==> src/rtl/m92_bg_fetch.sv <==
// m92_bg_fetch: per-line M92 background tile fetcher; define BG_FLIP_EN to honour attribute flipx/flipy
module m92_bg_fetch #(
  parameter int TILES_PER_LINE = 41
) (
  input  logic        clk,
  input  logic        reset_n,
  input  logic        line_start,
  input  logic [8:0]  line_y,
  input  logic [9:0]  scroll_x,
  input  logic [9:0]  scroll_y,
  input  logic [1:0]  map_base,
  input  logic [24:0] gfx_base,
  output logic [14:0] vram_addr,
  input  logic [15:0] vram_q,
  output logic [24:0] sdr_addr,
  output logic        sdr_req,
  input  logic        sdr_rdy,
  input  logic [63:0] sdr_data,
  output logic [9:0]  line_wr_addr,
  output logic [11:0] line_wr_data,
  output logic        line_wr_en,
  output logic        busy,
  output logic        done
);
  localparam logic [2:0] IDLE = 3'd0, ATTR0 = 3'd1, ATTR1 = 3'd2, CAPT = 3'd3, REQ = 3'd4, EMIT = 3'd5, DONE = 3'd6;
  localparam logic [5:0] LAST = 6'(TILES_PER_LINE - 1);
  logic [2:0]  state, p, fy, fx, ry, n;
  logic [5:0]  i, row, col0, col;
  logic [15:0] code;
  logic [6:0]  pal;
  logic        prio, ry0, pend;
  logic [31:0] gfx;
  logic [8:0]  y;
  logic [9:0]  q;
  logic        unused_bits;
  assign unused_bits = ^{scroll_x[9], scroll_y[9]};
  assign y = line_y + scroll_y[8:0];
  assign col = col0 + i;
  assign q = {1'b0, i, p};
`ifdef BG_FLIP_EN
  logic flipx;
  // flipx is held through EMIT; flipy is only needed in CAPT, straight off vram_q
  always_ff @(posedge clk or negedge reset_n)
    if (!reset_n) flipx <= 1'b0;
    else if (state == CAPT) flipx <= vram_q[9];
  assign ry = fy ^ {3{vram_q[10]}};
  assign n = p ^ {3{flipx}};
`else
  assign ry = fy;
  assign n = p;
`endif
  // Line/tile sequencer; a line_start in REQ is deferred until the SDRAM beat is drained
  always_ff @(posedge clk or negedge reset_n)
    if (!reset_n) begin
      state <= IDLE;
      i <= '0;
      p <= '0;
      row <= '0;
      fy <= '0;
      col0 <= '0;
      fx <= '0;
      code <= '0;
      pal <= '0;
      prio <= 1'b0;
      ry0 <= 1'b0;
      pend <= 1'b0;
      gfx <= '0;
      sdr_addr <= '0;
    end else begin
      if (line_start) begin
        row <= y[8:3];
        fy <= y[2:0];
        col0 <= scroll_x[8:3];
        fx <= scroll_x[2:0];
        i <= '0;
      end
      if (state == REQ) begin
        if (sdr_rdy) begin
          state <= (line_start || pend) ? ATTR0 : EMIT;
          pend <= 1'b0;
          p <= '0;
          gfx <= ry0 ? sdr_data[63:32] : sdr_data[31:0];
        end else pend <= pend | line_start;
      end else if (line_start) state <= ATTR0;
      else case (state)
        ATTR0: state <= ATTR1;
        ATTR1: begin
          code <= vram_q;
          state <= CAPT;
        end
        CAPT: begin
          pal <= vram_q[6:0];
          prio <= vram_q[7];
          ry0 <= ry[0];
          sdr_addr <= gfx_base + {4'd0, code, ry[2:1], 3'b000};
          state <= REQ;
        end
        EMIT: begin
          p <= p + 3'd1;
          if (p == 3'd7) begin
            state <= (i == LAST) ? DONE : ATTR0;
            if (i != LAST) i <= i + 6'd1;
          end
        end
        default: state <= IDLE;
      endcase
    end
  // Outputs decode from registered state so they all read 0 out of reset
  always_comb begin
    vram_addr = (state == ATTR0 || state == ATTR1) ? {map_base, row, col, state == ATTR1} : '0;
    sdr_req = state == REQ;
    busy = state != IDLE && state != DONE;
    done = state == DONE;
    line_wr_en = state == EMIT && q >= {7'd0, fx};
    line_wr_addr = line_wr_en ? q - {7'd0, fx} : '0;
    line_wr_data = line_wr_en ? {prio, pal, gfx[{n, 2'b00} +: 4]} : '0;
  end
endmodule

==> config.mk <==
export PLATFORM = sky130hd
export DESIGN_NAME = m92_bg_fetch
export DESIGN_NICKNAME = d
export VERILOG_FILES = /design/src/rtl/m92_bg_fetch.sv
export SDC_FILE = /design/constraint.sdc
export NUM_CORES = 1
export LEC_CHECK = 0
export CAP_MARGIN = 20
export CORE_UTILIZATION = 44
export DETAILED_ROUTE_END_ITERATION = 12
export PLACE_DENSITY = 0.78
export SYNTH_ARGS = -nofsm -noshare
export SYNTH_HDL_FRONTEND = slang
export SYNTH_SLANG_ARGS = --single-unit
==> constraint.sdc <==
create_clock -name clk -period 3.2 [get_ports clk]
set_input_delay 0.96 -clock clk [delete_from_list [all_inputs] [get_ports clk]]
set_output_delay 0.96 -clock clk [all_outputs]
set_load 0.005 [all_outputs]
# Word-level counts from Yosys, hierarchy flattened
# Cells that the tools add are included.
# W data, S select, Z words.
[totals] regBits=113 out_inout_bits=66 in_bits=140 wordCells=71
[classes] shift=1 n_bitwise=3 mux=22 add_sub_neg=6 order_cmp=1 n_eq_ne=13 reduce_logical=11
[op_table] operator="$mux W6" n=6
[op_table] operator="$mux W32" n=1
[op_table] operator="$shiftx A32 B6 Y4" n=1
[op_table] operator="$mux W3" n=10
[op_table] operator="$add A25 B21 Y25" n=1
[op_table] operator="$mux W15" n=1
[op_table] operator="$eq A3 B3 Y1 const B" n=4
[op_table] operator="$mux W12" n=1
[op_table] operator="$pmux W3 S4" n=1
[op_table] operator="$mux W10" n=1
[op_table] operator="$sub A9 B3 Y10" n=1
[op_table] operator="$add A9 B9 Y9" n=1
[op_table] operator="$ge A9 B3 Y1" n=1
[op_table] operator="$reduce_and A3 Y1" n=3
[op_table] operator="$add A6 B1 Y6 const B" n=1
[op_table] operator="$add A6 B6 Y6" n=1
[op_table] operator="$eq A3 B2 Y1 const B" n=2
[op_table] operator="$eq A6 B6 Y1 const B" n=1
[op_table] operator="$ne A6 B6 Y1 const B" n=1
[op_table] operator="$ne A2 B1 Y1 const B" n=2
[op_table] operator="$ne A4 B4 Y1 const B" n=1
[op_table] operator="$reduce_and A2 Y1" n=2
[op_table] operator="$add A3 B1 Y3 const B" n=1
[op_table] operator="$eq A3 B1 Y1 const B" n=1
[op_table] operator="other kinds (8)" n=11

# Depth between registers and ports, before layout
[logic_depth] ltp_word=6 depth_mapped=12

# Least setup slack after synthesis
# Ideal clock, no wire load.
[synth_timing] path_type="flip-flop to output port" start="register p[0], in the netlist n[0]" end="output port line_wr_addr[1]" required_ps=2240 stages_incl_launch_ff=13 slack_ps=-213 t_arrival_ps=2453 path_cell_list="dfrtp_1 -> buf_2 -> inv_1 -> ha_1 -> inv_1 -> fa_1 -> a211o_1 -> nor2_1 -> nand2_1 -> o311ai_2 -> inv_2 -> clkbuf_1 -> and2_1"
[synth_via] elab_chain_len=3
[synth_lines] element="from (decl)" line_no="27" source="logic [2:0] state, p, fy, fx, ry, n;"
[synth_lines] element="from (signal assigned)" line_no="99" source="p <= p + 3'd1;"
[synth_lines] element="$ge A9 B3 Y1" line_no="114" source="line_wr_en = state == EMIT && q >= {7'd0, fx};"
[synth_lines] element="$logic_and A1 B1 Y1" line_no="114"
[synth_lines] element="via line_wr_en" line_no="21" source="output logic line_wr_en,"
[synth_lines] element="$mux W10" line_no="115" source="line_wr_addr = line_wr_en ? q - {7'd0, fx} : '0;"
[synth_lines] element="to (decl)" line_no="19" source="output logic [9:0] line_wr_addr,"
# The timed path passes the listed nets, and every way through them passes these cells.

# Final worst setup path
[layout_timing] start="register p[0], in the netlist n[0]" end="output port line_wr_data[10]"
[layout_via] elab_chain_len=3
[layout_lines] element="$ge A9 B3 Y1" line_no="114"
[layout_lines] element="$logic_and A1 B1 Y1" line_no="114"
[layout_lines] element="$mux W12" line_no="116" source="line_wr_data = line_wr_en ? {prio, pal, gfx[{n, 2'b00} +: 4]} : '0;"
[layout_lines] element="to (decl)" line_no="20" source="output logic [11:0] line_wr_data,"
# No other way between the ends.

==> reports/results.ini <==
[clocking]
cts-root-buf=clkbuf_16
cts_tree=done
clockBufferDepth=2
cts-htree-levels=4
clk_latency_ns=0.42
cts_sinks=113
path_clk_slew_ns=0.06
cts_buffers=17

[yosys]
synth_top_area_share_pct=40.7
yosysTopAreaCell=dfrtp_1
synthArstFlopShare_pct=100
ys_warn_count=0
yosys-top-cells-count=dfrtp_1 (113), nand2_1 (86), nor2_1 (70)
postSynthAreaPerCell_sq_um=9.56
ys_types=57
syn_area_sq_um=6940
synthCells=726
synth_area_leaders=dfrtp_1 (41%), ha_1 (6.8%), mux2i_1 (5.5%)
synth_edf_count=0
yosysMostFrequentCell=dfrtp_1
synth_ff_type=dfrtp_1
syn_nets=908
yosysSeqAreaShare_pct=40.7
yosys_register_bits=113

[floorplanning]
rows=45
fp.dieW_um=128
start_util_pct=45.3
die-area_sq_um=16300
die_h_um=128
io_pins=206
core_area_sq_um=15300

[sta]
setup_slack_ns=-0.687
finalCriticalPeriod_ns=3.89
hold_ws_ns=0.386
tightest_slew_ns=0.608
finalHoldViolCount=0
skew_ns=0.0103
rsz0062_at_grt=true
relSlewSlack_pct=59.5
fin_crit_sh_pct=121
finalSetupViolCount=23
setup-tns-final_ns=-13.66
fmax_mhz=257
maxSlewViolCount=0

[setup_path]
startpoint=n[0]$_DFFE_PN0P_
ff2ff_setup_slack_ns=0.87
cpMostUsedCell=buf_6
critPathKind=flip-flop to output pin
critPathMaxStageDelay_ns=0.39
crit_fanout=3
critical_path.top_delay_family=compound AO/OA/AOI/OAI gates
timing.rr.end=sdr_addr[23]$_DFFE_PN0P_
critical_path_depth=13
path_buf_inv=6
r2r_start=fy[1]$_DFFE_PN0P_
crit_arrival_ns=2.93
ff2ff_path_depth=9
critical_path.endpoint_type=output pin
cp-endpoint=line_wr_data[10]
cp_data_required_time_ns=2.24
crit_chain=inv_2, ha_4, inv_4, fa_2, a211o_1, nor2_2, nand2_2, o311ai_4, buf_6, clkinvlp_4, buf_6, and2_4, buf_6
worst_setup_path_start_kind=flip-flop
crit_path_top_delay_cell=dfrtp_1

[detailed_routing]
drtIter0Drc=389
dr.pass1.iters=4
vias=6268
drc=0
via_per_inst=5.18
wl_per_cell_um=16.5
drt_wl_total_um=20000
ant_nets=0

[cells_and_area]
antenna_cells=0
design_area_sq_um=10400
finalNonFillerCells=1209
nets=1167
drive_gt1_share_pct=22.0
syn2layout_area_growth_pct=49.2

[global_routing]
antenna_found_initial=0
track_usage_pct=25.6
grt_max_degree=66
grt-ovfl-total=0
grt_pass1_wl_um=32100
grt_pass1_vias=6287

[hold_path]
hold_class=primary input to asynchronous set/reset pin

[run]
cap_violations=0

[placed_design]
place_hpwl_um=14200
place_ws_ns=-0.380
gp_congestion=0.878
numPortBuffers=203
dp.cells=1150
placed_area_sq_um=9490

[power_and_ir_drop]
p_per_area_nw_per_um2=769
p_leak_nw=4.69
irDropWorstVdd_v=0.000445

[status]
status=finished with violations
violations=negative setup slack

## cell type report
class,instances,area (sq um)
Clock buffer,18,439
Clock inverter,14,110
Fill cell,1216,4960
Inverter,18,77.6
Multi-Input combinational cell,554,3990
Sequential cell,113,2830
Tap cell,211,264
Timing Repair Buffer,280,2640
Timing Repair inverter,1,7.51
## layout by cell type (no fill, tap or decap), types with 4 or more instances in the layout
| cell type | n |
|---|---|
| a211oi_1 | 4 |
| clkinvlp_4 | 8 |
| buf_2 | 11 |
| buf_4 | 56 |
| clkbuf_16 | 17 |
| mux2_2 | 29 |
| buf_6 | 27 |
| mux2i_1 | 38 |
| nand2b_1 | 10 |
| clkdlybuf4s50_1 | 177 |
| mux4_2 | 8 |
| xnor2_1 | 21 |
| nor2b_1 | 6 |
| nor2_2 | 7 |
| nor3_1 | 10 |
| clkbuf_2 | 6 |
| and2_4 | 8 |
| a21o_1 | 19 |
| and3_1 | 7 |
| o21ai_0 | 36 |
| nand4_1 | 10 |
| ha_1 | 36 |
| nor2_1 | 62 |
| a31oi_1 | 7 |
| a21oi_1 | 57 |
| a21oi_2 | 6 |
| dfrtp_1 | 112 |
| nand2_1 | 85 |
| inv_1 | 13 |
| xor2_1 | 16 |
| nand3_1 | 7 |
| and2_1 | 12 |
## metrics by stage
stage	total power, mW	utilization, %
final	7.96	67.6
after detailed placement	5.99	62.0
after floorplan	4.47	-
after CTS	7.94	67.4
after global placement	5.91	62.0
after global routing	8.52	67.6
## repair_timing
| item | CTS | global route |
|---|---|---|
| setup buffers | 27 | 6 |
| gates cloned | 2 | 0 |
| endpoints found under the setup margin | 26 | 31 |
| pin swaps | 20 | 11 |
| endpoints found under the hold margin | 0 | 0 |
| hold buffers | 0 | 0 |
| resized for setup | 115 | 39 |
## metal layers
metal / GRT usage [%] / vias up / wire length [um]
met5: 0 / - / 0
met4: 11.7 / 0 / 671
met3: 4.48 / 47 / 834
met2: 42.2 / 193 / 9700
met1: 32.9 / 2970 / 8800
li1: - / 3058 / -
## worst reg2reg max path: stages (launching register included)
cell	delay (ns)
dfrtp_1	0.40
ha_1	0.22
inv_1	0.08
fa_1	0.24
nor2b_4	0.07
o31ai_4	0.20
a21oi_2	0.11
a211o_1	0.30
or3_1	0.36
a32o_1	0.25
## power by group
| group | internal (mW) | switching, mW |
|---|---|---|
| Sequential | 1.99 | 0.342 |
| Combinational | 2.09 | 1.81 |
| Clock | 1.02 | 0.720 |
| Total | 5.09 | 2.87 |
## state kept, by name, indices dropped and copies added (netlist names)
| register | cells |
|---|---|
| fx | 3 |
| gfx | 32 |
| n | 3 |
| i | 6 |
| pal | 7 |
| pend | 1 |
| code | 16 |
| fy | 3 |
| row | 6 |
| sdr_addr | 25 |
| prio | 1 |
| state | 3 |
| ry0 | 1 |
| col0 | 6 |
## worst min-delay path by stage
stage	end	slack, ns	depth (start not counted)
after detailed placement	ry0$_DFFE_PN0P_	0.46	2
after CTS	sdr_addr[1]$_DFFE_PN0P_	0.38	1
after global placement	ry0$_DFFE_PN0P_	0.45	2
after global routing	sdr_addr[1]$_DFFE_PN0P_	0.39	1
after floorplan	ry0$_DFFE_PN0P_	0.43	2
final	sdr_addr[1]$_DFFE_PN0P_	0.39	1
## kinds of logic after synthesis
family | share of synthesized area (%)
adder cells (fa/ha/maj) | 8.00
flip-flops | 40.7
AND/OR/NAND/NOR | 16.5
XOR/XNOR | 4.67
AO/OA/AOI/OAI | 13.9
multiplexers | 12.8
buffers and inverters | 3.37
(Power assumes the default switching activity.)
